`src/rtl/sync_fifo_wr_arb.sv`:
```
// Round-robin, packet-locked arbiter sharing one sync_fifo write port among NUM_REQ requesters.
// Optional build macro SYNC_FIFO_WR_ARB_THRESH_EN: gate burst start on fifo_space_avail >= START_THRESH.
module sync_fifo_wr_arb #(
  parameter int NUM_REQ      = 4,
  parameter int DATAWIDTH    = 96,
  parameter int PTRW         = 4,
  parameter int GIDW         = 2,
  parameter int START_THRESH = 2
) (
  input  logic                           clk,
  input  logic                           rst_n,
  input  logic [NUM_REQ-1:0]             req_valid,
  input  logic [NUM_REQ*DATAWIDTH-1:0]   req_data,
  input  logic [NUM_REQ-1:0]             req_eop,
  output logic [NUM_REQ-1:0]             req_ready,
  output logic                           fifo_wr_en,
  output logic [DATAWIDTH-1:0]           fifo_din,
  input  logic                           fifo_full,
  input  logic [PTRW-1:0]                fifo_space_avail,
  output logic [GIDW-1:0]                grant_id,
  output logic                           busy
);

  typedef enum logic [0:0] {
    ST_IDLE  = 1'b0,
    ST_BURST = 1'b1
  } state_t;

  localparam logic [PTRW-1:0] THRESH_W = PTRW'(START_THRESH);
  localparam logic [GIDW-1:0] LAST_ID  = GIDW'(NUM_REQ - 1);

  state_t                 state_r;
  logic [GIDW-1:0]        rr_ptr_r;
  logic [GIDW-1:0]        grant_r;
  logic                   busy_s;
  logic                   accept_s;
  logic                   start_s;
  logic [GIDW-1:0]        pick_s;
  logic [GIDW-1:0]        grant_inc_s;
  logic [DATAWIDTH-1:0]   slice_s [NUM_REQ];

  // First valid requester at or after ptr, wrapping at NUM_REQ (need not be a power of two).
  function automatic logic [GIDW-1:0] rr_pick(input logic [NUM_REQ-1:0] valid,
                                              input logic [GIDW-1:0]    ptr);
    logic [2*NUM_REQ-1:0] dbl_v;
    logic [NUM_REQ-1:0]   rot_v;
    logic [GIDW:0]        sum_v;
    logic                 found_v;
    rr_pick = ptr;
    found_v = 1'b0;
    dbl_v   = {valid, valid} >> ptr;
    rot_v   = dbl_v[NUM_REQ-1:0];
    for (int i = 0; i < NUM_REQ; i++) begin
      sum_v = {1'b0, ptr} + (GIDW+1)'(i);
      if (sum_v >= (GIDW+1)'(NUM_REQ)) begin
        sum_v = sum_v - (GIDW+1)'(NUM_REQ);
      end
      if (!found_v && rot_v[i]) begin
        rr_pick = sum_v[GIDW-1:0];
        found_v = 1'b1;
      end
    end
  endfunction

`ifdef SYNC_FIFO_WR_ARB_THRESH_EN
  assign start_s = (|req_valid) && (fifo_space_avail >= THRESH_W);
`else
  logic unused_s;
  assign unused_s = ^{fifo_space_avail, THRESH_W};
  assign start_s  = (|req_valid) && !fifo_full;
`endif

  assign pick_s      = rr_pick(req_valid, rr_ptr_r);
  assign grant_inc_s = (grant_r == LAST_ID) ? {GIDW{1'b0}} : grant_r + GIDW'(1);
  assign busy_s      = (state_r == ST_BURST);
  assign accept_s    = busy_s && req_valid[grant_r] && !fifo_full;

  // Unpack requester beats so the data mux indexes by grant.
  always_comb begin
    for (int i = 0; i < NUM_REQ; i++) begin
      slice_s[i] = req_data[i*DATAWIDTH +: DATAWIDTH];
    end
  end

  // Arbitration state: grant lock, round-robin pointer and the IDLE/BURST machine.
  always_ff @(posedge clk or negedge rst_n) begin
    if (!rst_n) begin
      state_r  <= ST_IDLE;
      rr_ptr_r <= {GIDW{1'b0}};
      grant_r  <= {GIDW{1'b0}};
    end else begin
      case (state_r)
        ST_IDLE: begin
          if (start_s) begin
            grant_r <= pick_s;
            state_r <= ST_BURST;
          end else begin
            state_r <= ST_IDLE;
          end
        end
        ST_BURST: begin
          if (accept_s && req_eop[grant_r]) begin
            state_r  <= ST_IDLE;
            rr_ptr_r <= grant_inc_s;
          end else begin
            state_r  <= ST_BURST;
          end
        end
        default: begin
          state_r <= ST_IDLE;
        end
      endcase
    end
  end

  // Write-port and handshake outputs decoded straight from the registered grant.
  always_comb begin
    req_ready  = {NUM_REQ{1'b0}};
    fifo_wr_en = 1'b0;
    if (busy_s) begin
      req_ready[grant_r] = !fifo_full;
      fifo_wr_en         = accept_s;
    end else begin
      req_ready  = {NUM_REQ{1'b0}};
      fifo_wr_en = 1'b0;
    end
  end

  assign fifo_din = slice_s[grant_r];
  assign grant_id = grant_r;
  assign busy     = busy_s;

endmodule

```
`config.mk`:
```
export PLATFORM = sky130hd
export DESIGN_NAME = sync_fifo_wr_arb
export DESIGN_NICKNAME = d
export VERILOG_FILES = /design/src/rtl/sync_fifo_wr_arb.sv
export SDC_FILE = /design/constraint.sdc
export NUM_CORES = 1
export LEC_CHECK = 0
export ABC_AREA = 1
export CORE_AREA = 2 2 198 200
export DETAILED_ROUTE_END_ITERATION = 10
export DIE_AREA = 0 0 200 202
export PLACE_DENSITY = 0.39
export SYNTH_ARGS = -nofsm -noshare
export SYNTH_HDL_FRONTEND = slang
export SYNTH_SLANG_ARGS = --single-unit
export TNS_END_PERCENT = 30
```
`constraint.sdc`:
```
create_clock -name clk -period 1.98 [get_ports clk]
set_clock_uncertainty 0.15 [all_clocks]
set_input_delay 0.297 -clock clk [delete_from_list [all_inputs] [get_ports clk]]
set_output_delay 0.297 -clock clk [all_outputs]
set_load 0.005 [all_outputs]
```
Word-level counts from Yosys, hierarchy flattened
Cells that the tools add are included.
Operators by class
  equal/unequal tests: 1
  shift operators: 1
  muxes and demuxes: 26
  bitwise operators: 3
  reductions and logical operators: 15
  order comparisons: 7
  $add $sub $neg: 8
Operator list (number)
  binary-select mux 96 bit (select 2 bit): 1
  2-to-1 mux 96 bit: 2
  2-to-1 mux 2 bit: 9
  >= comparator 3 bit, second input constant: 4
  2-to-1 mux 1 bit: 9
  logical AND 1 bit: 8
  right shift 8 x 2 -> 4 bit: 1
  subtractor 2 x 1 -> 2 bit, second input constant: 4
  adder 2 x 2 -> 3 bit, second input constant: 2
  bitwise AND 4 bit: 1
  binary-select mux 1 bit (select 2 bit): 2
  zero test 1 bit: 4
  2-to-1 mux 4 bit: 1
  AND reduction 2 bit: 2
  OR reduction 4 bit: 1
  adder 2 x 1 -> 3 bit, second input constant: 1
  >= comparator 2 x 3 -> 1 bit, second input constant: 1
  less-than comparator 2 x 3 -> 1 bit, second input constant: 1
  inverter 2 -> 3 bit: 1
  adder 2 x 1 -> 2 bit, second input constant: 1
  demux 1 bit (select 2 bit): 1
  == test 2 bit, second input constant: 1
  >= comparator 2 x 1 -> 1 bit, second input constant: 1
  one-hot mux 1 bit (2 select lines): 1
  inverter 1 bit: 1
Storage, ports and cells
  word-level logic and storage cells: 64
  input bits: 399
  output and inout bits: 104
  bits in registers: 5

Logic depth before layout (Yosys ltp)
Gate-level depths: netlist (run 1).
  depth after elaboration: 11
  gate-level depth with buffers: 13
  depth with buffers taken out: 12

Worst setup path before layout (run 1)
OpenSTA, ideal clock, no wires.
  path type: reg-to-output
  start: register grant_r[0], in the netlist grant_id[0]
  end: output req_ready[0]
  arrival time: 1398 ps
  stages on the path, launching flop included: 9
  path slack: 135 ps
  path through: dfrtp_1 buf_6 buf_8 inv_4 buf_4 buf_2 ha_1 nand2_1 nor2_1
Between the ends
  cells in the longest elaborated chain, start to end: 6
  elaborated cells on any way between the ends: 7
Ends and longest elaborated chain
  from (decl): line 34  | logic [GIDW-1:0] grant_r;
  from (signal assigned): line 90  | grant_r <= {GIDW{1'b0}};
  from (signal assigned): line 95  | grant_r <= pick_s;
  less-than comparator 2 x 3 -> 1 bit (not written as such) / >= comparator 2 x 1 -> 1 bit (equally long branches): line 121  | req_ready[grant_r] = !fifo_full;
  logical AND 1 bit (not written as such): line 121
  2-to-1 mux 1 bit (not written as such): line 121
  demux 1 bit (select 2 bit) *: line 121
  bitwise AND 4 bit (no source line) *
  2-to-1 mux 4 bit *: line 120  | if (busy_s) begin
  to (decl): line 15  | output logic [NUM_REQ-1:0] req_ready,
Every way passes the cells marked *; elsewhere a longest branch is shown, timed or not.

Final worst setup path (run 1)
  start: register grant_r[0], in the netlist grant_id[0]
  end: output fifo_din[18]
Between the ends
  cells in the longest elaborated chain, start to end: 4
Ends and longest elaborated chain
  inverter 2 -> 3 bit (not written as such): line 129  | assign fifo_din = slice_s[grant_r];
  binary-select mux 96 bit (select 2 bit): line 129
  2-to-1 mux 96 bit (not written as such) (2 in series): line 129
  to (decl): line 17  | output logic [DATAWIDTH-1:0] fifo_din,
Every way passes these cells. The select of a mux whose other input is x is not followed.

==> results.sh, run 1 <==
export IMPL_crit_top_cell="buf_12"
export IMPL_outcome="finished with violations"
export IMPL_muxShareOfSynthArea_pct=0
export IMPL_p_int_w=0.00762
export IMPL_io_buffers=498
export IMPL_synthAdderAreaFrac_pct=1.57
export IMPL_layout_drive_gt1_share_pct=35.8
export IMPL_seqPwrFrac_pct=1.8
export IMPL_reg2reg_setup_slack_ns=-0.03
export IMPL_relSlewSlack_pct=81.1
export IMPL_startpoint="grant_id[0]"
export IMPL_yosys_area_share_simple_pct=31.3
export IMPL_hold_ws_ns=0.155
export IMPL_die_h_um=202
export IMPL_worst_pin_slew_ns=0.281
export IMPL_leakage_nw=4.38
export IMPL_rows=72
export IMPL_setup_viol=94
export IMPL_end_kind="primary output"
export IMPL_cts_buffers=3
export IMPL_worst_path_max_fanout=7
export IMPL_die_w_um=200
export IMPL_finalHoldViolations=0
export IMPL_layout_common_cells="clkdlybuf4s50_1 (395), nor2_1 (150), buf_2 (97)"
export IMPL_grt_ovfl_total=0
export IMPL_seq_area_frac_synth_pct=3.93
export IMPL_grt_pass1_vias=7398
export IMPL_sw_frac_of_total_pct=46.3
export IMPL_path_cells="buf_12 -> buf_12 -> buf_12 -> buf_16 -> o21ai_4 -> o22ai_2 -> buf_2"
export IMPL_synth_seq_cells=5
export IMPL_ys_top_cells_by_area="nor2_1 (24%), o22ai_1 (19%), o21ai_0 (19%)"
export IMPL_gp_congestion=0.927
export IMPL_period_minus_slack_ns=2.14
export IMPL_die_area_um2=40400
export IMPL_clock_latency_ns=0.23
export IMPL_cpPeakStageDelay_ns=0.48
export IMPL_synth_flop_cell="dfrtp_1"
export IMPL_r2r_start="grant_id[0]"
export IMPL_clockRootBuffer="clkbuf_16"
export IMPL_hold_class="input pin to asynchronous set/reset pin"
export IMPL_critPathCapture="fifo_din[18]"
export IMPL_maxCapViolCount=0
export IMPL_synth_xor_xnor_area_share_pct=0
export IMPL_rsz0062_at_grt="true"
export IMPL_fmax_mhz=468
export IMPL_cts_sinks=5
export IMPL_grt_pass1_wl_um=45000
export IMPL_core_um2=38300
export IMPL_synth_edf_count=0
export IMPL_area_growth_pct=250
export IMPL_final_common_cell="clkdlybuf4s50_1"
export IMPL_power_frac_comb_pct=95.9
export IMPL_p_sw_w=0.00657
export IMPL_cp_start_kind="register"
export IMPL_peakVddDrop_mv=0.426
export IMPL_violations="setup timing"
export IMPL_initial_core_util_pct=8.32
export IMPL_boundaryPins=503
export IMPL_cts_path_max_buffers=2
export IMPL_rr_endpoint="rr_ptr_r[0]"
export IMPL_post_route_period_util_pct=108
export IMPL_yosysWarnings=0
export IMPL_rr_worst_depth=11
export IMPL_worst_slack_ns=-0.156
export IMPL_syn_area_um2=3180
export IMPL_cts_tree="yes"
export IMPL_grtUsageTotal_pct=14.9
export IMPL_power_density_nw_per_um2=1270
export IMPL_nNetsFinal=1638
export IMPL_wirelength_um=32300
export IMPL_finalMaxSlewViolations=0
export IMPL_required_ns=1.53
export IMPL_synth_compound_area_share_pct=52.0
export IMPL_yosysTopAreaCell="nor2_1"
export IMPL_avgSynthCellArea_um2=4.95
export IMPL_path_class="register to primary output"
export IMPL_p_clk_share_pct=2.4
export IMPL_critPathArrivalTime_ns=1.69
export IMPL_async_flop_share_pct=100
export IMPL_syn_inst=643
export IMPL_ys_types=26
export IMPL_viasPerCell=4.01
export IMPL_grt_antenna_before_repair=1
export IMPL_final_area_um2=11100
export IMPL_drc_errors=0
export IMPL_drtIter0Drc=235
export IMPL_dp_slack_ns=-0.292
export IMPL_crit_path_top_delay_cell="dfrtp_4"
export IMPL_firstDrtPassIters=4
export IMPL_path_clk_slew_ns=0.04
export IMPL_ant_nets=0
export IMPL_netlist_area_leader_share_pct=23.7
export IMPL_placed_area_um2=9320
export IMPL_vias=7028
export IMPL_grt_start_max_net_pins=25
export IMPL_syn_nets=1046
export IMPL_wl_per_cell_um=18.5
export IMPL_synth_top_family_by_area="compound AO/OA/AOI/OAI gates"
export IMPL_hpwlAfterDp_um=23100
export IMPL_h_tree_depth=1
export IMPL_cts_hold_buffers=0
==> per-layer routing <==
| layer | vias to the layer above | track usage [%] | share of wire [%] |
|---|---|---|---|
| met5 | - | 0 | 0 |
| met2 | 276 | 27.9 | 51 |
| met3 | 38 | 2.92 | 6.3 |
| met1 | 3228 | 17.1 | 40 |
| li1 | 3486 | - | - |
| met4 | 0 | 3.41 | 2.5 |
==> worst min-delay path by stage <==
stage,start,to,slack [ns],depth (start not counted)
floorplan,rst_n,busy,-0.15,0
global route,rst_n,busy,0.18,1
detailed placement,rst_n,rr_ptr_r[0],0.40,1
global placement,rst_n,rr_ptr_r[0],0.40,1
finish,rst_n,busy,0.15,1
CTS,rst_n,busy,0.16,1
==> area by class of cell <==
type                       count  area (um^2)
tap                          518          648
antenna                        1         2.50
inverter                      13         73.8
sequential                     5          133
timing repair buffer         651         6660
clock inverter                 1         5.00
multi-input combinational    560         3520
clock buffer                   3         75.1
timing repair inverter         1         16.3
fill                        4233        27200
==> state kept, by name, summed over array words and instances (netlist names) <==
name      flops
rr_ptr_r      2
grant_id      2
busy          1
==> worst max-delay path: cells and delay by family (launching register included) <==
kind,cells,cell delay [ns]
AOI/OAI and AO/OA,2,0.23
DFF,1,0.48
buffers and inverters,5,0.73
==> power by group through the flow <==
stage / clock network (W) / registers [W] / logic [W]
6_report: 0.000335 / 0.000249 / 0.0136
3_5_place_dp: 0 / 0.000259 / 0.0103
2_1_floorplan: 0 / 0.000198 / 0.00418
5_1_grt: 0.000352 / 0.000258 / 0.0147
4_1_cts: 0.000342 / 0.000247 / 0.0125
3_3_place_gp: 0 / 0.000259 / 0.0104
==> synth_stat cells (5+ instances only) <==
cell type    n
buf_4        5
o21ai_1     75
nand2_1     36
o21ai_0    120
nand3_1     14
clkbuf_1    37
nor2_1     201
o22ai_1     97
inv_1        8
dfrtp_1      5
buf_2       20
==> metrics by stage <==
step                      utilization, %  std cells  TNS, ns  power [W]
final                               29.1       1753    -8.64     0.0142
after floorplan                        -        643        0    0.00438
after detailed placement            24.3       1677   -20.41     0.0106
after CTS                           27.1       1740   -13.58     0.0131
after global placement              24.3       1677   -20.34     0.0107
after global routing                29.1       1753   -13.89     0.0153
==> timing repair <==
item	CTS	global route
setup buffers	43	13
setup endpoints to repair	103	104
pin swaps	46	66
cloned	19	4
gates resized for setup	612	221
==> cell families (layout without fill, tap and decap cells) <==
| family | after synthesis | count (layout) |
|---|---|---|
| AOI/OAI and AO/OA | 299 | 299 |
| buffers and inverters | 78 | 669 |
| adders and majority gates | 4 | 4 |
| other | 0 | 1 |
| DFF | 5 | 5 |
| and+or+nand+nor | 257 | 257 |
(Power assumes the default switching activity.)
==> inputs of run 2 (changes only) <==
--- a/config.mk
+++ b/config.mk
@@ -6,6 +6,7 @@
 export NUM_CORES = 1
 export LEC_CHECK = 0
 export ABC_AREA = 1
+export CAP_MARGIN = 15
 export CORE_AREA = 2 2 198 200
 export DETAILED_ROUTE_END_ITERATION = 10
 export DIE_AREA = 0 0 200 202
==> results of run 2 <==
No change in the layout: final DEF, timing and power equal those of run 1.
